**src/rtl/hs_pkg.sv**
```systemverilog
// -----------------------------------------------------------------------------
// hs_pkg
// Shared definitions for the handshake schedulers (hs_rr_arbiter, rr_pick).
//   HS_MAX_REQ  : largest requester count any scheduler is built for
//   clog2_min1  : ceil(log2(n)), never less than 1, for index widths
//   hs_src_id_t : source-id type wide enough for HS_MAX_REQ requesters
// -----------------------------------------------------------------------------
package hs_pkg;

    localparam int HS_MAX_REQ = 16;

    // Index width for n items; a single item still needs a 1-bit field.
    function automatic int clog2_min1(input int n);
        int w;
        w = 0;
        while ((1 << w) < n) begin
            w = w + 1;
        end
        if (w < 1) begin
            w = 1;
        end
        return w;
    endfunction

    typedef logic [clog2_min1(HS_MAX_REQ)-1:0] hs_src_id_t;

endpackage

```
**src/rtl/rr_pick.sv**
```systemverilog
// -----------------------------------------------------------------------------
// rr_pick
// Purely combinational round-robin pick: rotate the request vector so that
// index ptr sits at bit 0, take the lowest set bit, then rotate the result back.
// Ports:
//   req  [N-1:0]   in   request vector
//   ptr  [IDW-1:0] in   highest-priority index (must be < N)
//   gnt  [N-1:0]   out  one-hot grant, zero when req is zero
//   gidx [IDW-1:0] out  index of the granted requester (0 when req is zero)
// -----------------------------------------------------------------------------
module rr_pick
    import hs_pkg::*;
#(
    parameter int N   = 4,
    parameter int IDW = clog2_min1(N)
) (
    input  logic [N-1:0]   req,
    input  logic [IDW-1:0] ptr,
    output logic [N-1:0]   gnt,
    output logic [IDW-1:0] gidx
);

    logic [2*N-1:0] w_dbl;
    logic [2*N-1:0] w_rot;
    logic [N-1:0]   w_rot_n;
    logic [IDW-1:0] w_off;
    logic [IDW:0]   w_sum;
    logic           w_any;

    // Rotate right by ptr through a doubled copy so wrap-around comes for free.
    always_comb begin
        w_dbl   = {req, req};
        w_rot   = w_dbl >> ptr;
        w_rot_n = w_rot[N-1:0];
        w_any   = |req;
    end

    // Lowest set bit of the rotated vector; descending scan lets the lowest win.
    always_comb begin
        w_off = {IDW{1'b0}};
        for (int i = N - 1; i >= 0; i--) begin
            if (w_rot_n[i]) begin
                w_off = IDW'(i);
            end else begin
                w_off = w_off;
            end
        end
    end

    // Unrotate: ptr + offset modulo N, kept below N for non-power-of-2 N.
    always_comb begin
        w_sum = {1'b0, ptr} + {1'b0, w_off};
        if (w_sum >= (IDW+1)'(N)) begin
            gidx = IDW'(w_sum - (IDW+1)'(N));
        end else begin
            gidx = w_sum[IDW-1:0];
        end
        if (w_any) begin
            gnt = {{(N-1){1'b0}}, 1'b1} << gidx;
        end else begin
            gnt = {N{1'b0}};
        end
    end

endmodule

```
**src/rtl/hs_rr_arbiter.sv**
```systemverilog
// -----------------------------------------------------------------------------
// hs_rr_arbiter
// N-way round-robin arbiter feeding one registered valid/ready output stage.
// Build option: define HS_ARB_BURST_EN to let a requester keep the grant for up
// to BURST consecutive beats while it keeps requesting.
// Ports:
//   clk      in   clock
//   rst      in   synchronous reset, active-high
//   valid_i  in   [N]     per-requester valid
//   ready_o  out  [N]     per-requester ready, one-hot or zero (combinational)
//   din      in   [N*W]   requester data, requester k at [k*W +: W]
//   valid_o  out          downstream valid (registered)
//   ready_i  in           downstream ready
//   dout     out  [W]     registered winning data
//   src_o    out  [IDW]   registered index of the requester held in dout
// -----------------------------------------------------------------------------
module hs_rr_arbiter
    import hs_pkg::*;
#(
    parameter int N     = 4,
    parameter int W     = 3,
    parameter int IDW   = clog2_min1(N),
    parameter int BURST = 4
) (
    input  logic           clk,
    input  logic           rst,
    input  logic [N-1:0]   valid_i,
    output logic [N-1:0]   ready_o,
    input  logic [N*W-1:0] din,
    output logic           valid_o,
    input  logic           ready_i,
    output logic [W-1:0]   dout,
    output logic [IDW-1:0] src_o
);

    logic           r_full;
    logic [W-1:0]   r_dout;
    logic [IDW-1:0] r_src;
    logic [IDW-1:0] r_ptr;

    logic           w_wr_en;
    logic           w_any;
    logic [N-1:0]   w_gnt;
    logic [IDW-1:0] w_gidx;
    logic [W-1:0]   w_win_data;
    logic [IDW-1:0] w_ptr_inc;
    logic [IDW-1:0] w_ptr_nxt;

    rr_pick #(
        .N   (N),
        .IDW (IDW)
    ) u_pick (
        .req  (valid_i),
        .ptr  (r_ptr),
        .gnt  (w_gnt),
        .gidx (w_gidx)
    );

    // Stage enable, handshake outputs; ready is suppressed during reset so a
    // requester never sees a beat taken that the reset then discards.
    always_comb begin
        w_wr_en = ~r_full | ready_i;
        w_any   = |valid_i;
        if (rst) begin
            ready_o = {N{1'b0}};
        end else begin
            ready_o = w_gnt & {N{w_wr_en}};
        end
        valid_o = r_full;
        dout    = r_dout;
        src_o   = r_src;
    end

    // One-hot AND-OR mux of the winning requester's data.
    always_comb begin
        w_win_data = {W{1'b0}};
        for (int k = 0; k < N; k++) begin
            w_win_data = w_win_data | ({W{w_gnt[k]}} & din[k*W +: W]);
        end
    end

    // Pointer just past the winner, wrapping N-1 -> 0.
    always_comb begin
        if (w_gidx == IDW'(N - 1)) begin
            w_ptr_inc = {IDW{1'b0}};
        end else begin
            w_ptr_inc = w_gidx + IDW'(1'b1);
        end
    end

`ifdef HS_ARB_BURST_EN
    logic [3:0] r_bcnt;
    logic [3:0] w_bcnt_cur;
    logic [4:0] w_bcnt_inc;
    logic [3:0] w_bcnt_nxt;

    // Count only continues while the same requester keeps winning; the pointer
    // stays on the winner until it has had BURST beats in a row.
    always_comb begin
        if (w_gidx == r_src) begin
            w_bcnt_cur = r_bcnt;
        end else begin
            w_bcnt_cur = 4'd0;
        end
        w_bcnt_inc = {1'b0, w_bcnt_cur} + 5'd1;
        if (w_bcnt_inc < 5'(BURST)) begin
            w_ptr_nxt  = w_gidx;
            w_bcnt_nxt = w_bcnt_inc[3:0];
        end else begin
            w_ptr_nxt  = w_ptr_inc;
            w_bcnt_nxt = 4'd0;
        end
    end

    // Burst counter register.
    always_ff @(posedge clk) begin
        if (rst) begin
            r_bcnt <= 4'd0;
        end else if (w_wr_en && w_any) begin
            r_bcnt <= w_bcnt_nxt;
        end else begin
            r_bcnt <= r_bcnt;
        end
    end
`else
    // Plain round-robin: always move past the winner.
    always_comb begin
        w_ptr_nxt = w_ptr_inc;
    end
`endif

    // Output stage and priority pointer.
    always_ff @(posedge clk) begin
        if (rst) begin
            r_full <= 1'b0;
            r_dout <= {W{1'b0}};
            r_src  <= {IDW{1'b0}};
            r_ptr  <= {IDW{1'b0}};
        end else if (w_wr_en) begin
            if (w_any) begin
                r_full <= 1'b1;
                r_dout <= w_win_data;
                r_src  <= w_gidx;
                r_ptr  <= w_ptr_nxt;
            end else begin
                // Drained with nothing to replace it; keep last data visible.
                r_full <= 1'b0;
                r_dout <= r_dout;
                r_src  <= r_src;
                r_ptr  <= r_ptr;
            end
        end else begin
            r_full <= r_full;
            r_dout <= r_dout;
            r_src  <= r_src;
            r_ptr  <= r_ptr;
        end
    end

endmodule

```
**config.mk**
```make
export PLATFORM = sky130hd
export DESIGN_NAME = hs_rr_arbiter
export DESIGN_NICKNAME = d
export VERILOG_FILES = /design/src/rtl/hs_pkg.sv /design/src/rtl/rr_pick.sv /design/src/rtl/hs_rr_arbiter.sv
export SDC_FILE = /design/constraint.sdc
export NUM_CORES = 1
export LEC_CHECK = 0
export ABC_AREA = 0
export ABC_CLOCK_PERIOD_IN_PS = 5700
export CAP_MARGIN = 20
export CORE_MARGIN = 5
export CORE_UTILIZATION = 41
export CTS_CLUSTER_SIZE = 28
export DETAILED_ROUTE_END_ITERATION = 12
export PLACE_DENSITY = 0.78
export SLEW_MARGIN = 5
export SYNTH_ARGS = -nofsm -noshare
export SYNTH_HDL_FRONTEND = slang
export SYNTH_SLANG_ARGS = --single-unit
```
**constraint.sdc**
```tcl
create_clock -name clk -period 5.7 [get_ports clk]
set_input_delay 1.71 -clock clk [delete_from_list [all_inputs] [get_ports clk]]
set_output_delay 1.71 -clock clk [all_outputs]
set_load 0.02 [all_outputs]
```
==> impl_metrics.env <==
export IMPL_status="completed"
export IMPL_max_cap_violations=0
export IMPL_multi_input_area_sq_um=510
export IMPL_hold_path_class="flip-flop to flip-flop"
export IMPL_worstReg2RegEnd="dout[0]"
export IMPL_hold_buffers=0
export IMPL_power_density_nw_per_um2=528
export IMPL_antenna_found_initial=0
export IMPL_reg2reg_depth=12
export IMPL_max_freq_mhz=182
export IMPL_period_share_pct=96.4
export IMPL_final_nets=155
export IMPL_cts_tree="yes"
export IMPL_netlist_area_sq_um=689
export IMPL_fin_crit_ps=5500
export IMPL_r2r_start="r_ptr[0]"
export IMPL_arrival_ps=3790
export IMPL_skew_ps=7.61
export IMPL_grt_max_degree=13
export IMPL_synth_warnings=0
export IMPL_vdd_ir_drop_worst_uv=368
export IMPL_grt_pass1_wl_microns=3240
export IMPL_vias_per_cell=5.33
export IMPL_relSlewSlack_pct=67.1
export IMPL_die_area_sq_um=2600
export IMPL_routed_wl_microns=1960
export IMPL_clock_sinks=8
export IMPL_syn_area_per_cell_sq_um=7.75
export IMPL_power_uw=589
export IMPL_die_h_microns=51.0
export IMPL_final_util_pct=71.6
export IMPL_ys_seq_area_share_pct=23.2
export IMPL_hold_ws_ps=473
export IMPL_synth_ff_type="dfxtp_1"
export IMPL_syn_nets=110
export IMPL_cts_buffer_depth=2
export IMPL_wl_per_cell_microns=13.2
export IMPL_vias=789
export IMPL_finalMaxSlewViolations=0
export IMPL_path_max_fanout=4
export IMPL_setup_viol=0
export IMPL_drcViolationCount=0
export IMPL_synth_area_leaders="dfxtp_1, nor2_1, nand2_1"
export IMPL_synth_edf_count=0
export IMPL_rrSetupSlack_ps=2930
export IMPL_cts_root_buffer="clkbuf_4"
export IMPL_layout_commonest_cell="clkdlybuf4s50_1"
export IMPL_dr_pass1_iters=4
export IMPL_rsz0062_at_grt="no"
export IMPL_ios=29
export IMPL_cts_reportedPaths_clkPinSlew_ps=60
export IMPL_ys_types=35
export IMPL_drtIter0Drc=16
export IMPL_ant_nets=0
export IMPL_insertion_delay_ps=260
export IMPL_detailed_place_hpwl_microns=1560
export IMPL_yosysTopAreaCell="dfxtp_1"
export IMPL_gp_congestion=0.817
export IMPL_synth_cells=89
export IMPL_diodes=0
export IMPL_numCtsBuffers=3
export IMPL_rows=14
export IMPL_fillers=141
export IMPL_post_place_ws_ps=-465
export IMPL_final_cell_mix="clkdlybuf4s50_1, buf_4, nor2_1"
export IMPL_final_layout_size_suffix_gt1_share_pct=27.3
export IMPL_synthArstFlopShare_pct=0
export IMPL_critPathCaptureType="output port"
export IMPL_ys_ff_latch=8
export IMPL_crit_type="primary input to output port"
export IMPL_die_w_microns=51.0
export IMPL_portBuffers=28
export IMPL_area_growth_syn_to_layout_pct=61.9
export IMPL_regArea_sq_um=160
export IMPL_core_sq_um=1560
export IMPL_grt_use_total_pct=16.5
export IMPL_tightest_slew_ps=492
export IMPL_htree_levels=1
export IMPL_grt_pass1_vias=770
export IMPL_start_kind="primary input"
export IMPL_cp_required_ps=3990
export IMPL_critPathLaunch="valid_i[0]"
export IMPL_synthDominantCellAreaShare_pct=23.2
export IMPL_finalHoldViolations=0
export IMPL_start_util_pct=44.2
export IMPL_setup_ws_ps=204
export IMPL_critPathCapture="ready_o[3]"
export IMPL_p_leak_uw=0.000502
export IMPL_grt_overflow=0
-- logic make-up after synthesis --
group                    synth area share [%]
flip-flops                               23.2
XOR/XNOR                                 5.26
adder cells (fa/ha/maj)                  3.63
AND/OR/NAND/NOR                          33.4
multiplexers                             4.36
AO/OA/AOI/OAI                            24.0
buffers and inverters                    6.17
-- worst min path at each step --
stage | startpoint | endpoint | slack [ps] | cells past startpoint
3_3_place_gp | src_o[0] | src_o[0] | 460 | 2
6_report | src_o[0] | src_o[0] | 470 | 2
5_1_grt | src_o[0] | src_o[0] | 500 | 2
3_5_place_dp | src_o[0] | src_o[0] | 460 | 2
2_1_floorplan | r_ptr[1] | r_ptr[1] | 510 | 2
4_1_cts | src_o[0] | src_o[0] | 470 | 2
-- cell usage after synthesis (2+ instances only) --
library cell / n
o211ai_1: 2
nand2_1: 12
nor2b_1: 4
nand3_1: 5
ha_1: 2
nor2_1: 14
a21oi_1: 6
dfxtp_1: 8
a31o_1: 2
inv_1: 4
a21o_1: 2
nand2b_1: 3
mux2i_1: 3
-- stage by stage --
step	std cells	TNS, ps	instance area, sq um
finish	148	0	1120
global route	148	0	1120
CTS	147	0	1110
detailed placement	144	-1580	1070
global placement	144	-1460	1070
floorplan	89	0	689
-- area by class of cell --
class,instances,area share [%]
timing repair buffer,44,34.8
multi-input combinational,73,45.7
inverter,4,1.35
sequential,8,14.3
tap,16,1.79
clock buffer,3,2.02
-- critical path, cell delays in order --
cell and delay, ps:
dlygate4sd2_1 260, or4_2 640, o211ai_1 110, ha_2 250
xnor2_4 140, xnor2_4 150, inv_2 60, ha_2 190
nand2_1 50, nor2_1 40, buf_4 170
-- report_power, final --
part	switching (uW)	internal, uW	leakage, uW
Clock	20.5	24.2	0.0000138
Sequential	26.4	78.0	0.0000666
Combinational	201	239	0.000422
Total	248	341	0.000502
-- registers in the layout, indices dropped and copies added (netlist names) --
name and cells:
dout 3, src_o 2, valid_o 1, r_ptr 2
-- repair_timing --
| action | in CTS | in global routing |
|---|---|---|
| pin swaps | 2 | 2 |
| endpoints found under the setup margin | 4 | 2 |
| buffers inserted | 0 | 1 |
| gates resized for setup | 22 | 3 |
-- routing by layer --
layer | wire length [microns] | GRT usage, % | vias up
li1 | - | - | 404
met1 | 866 | 19.6 | 368
met2 | 992 | 27.9 | 15
met3 | 84 | 5.81 | 2
met4 | 11 | 4.93 | 0
met5 | 0 | 0 | -
Power figures use the tool's default switching activity.
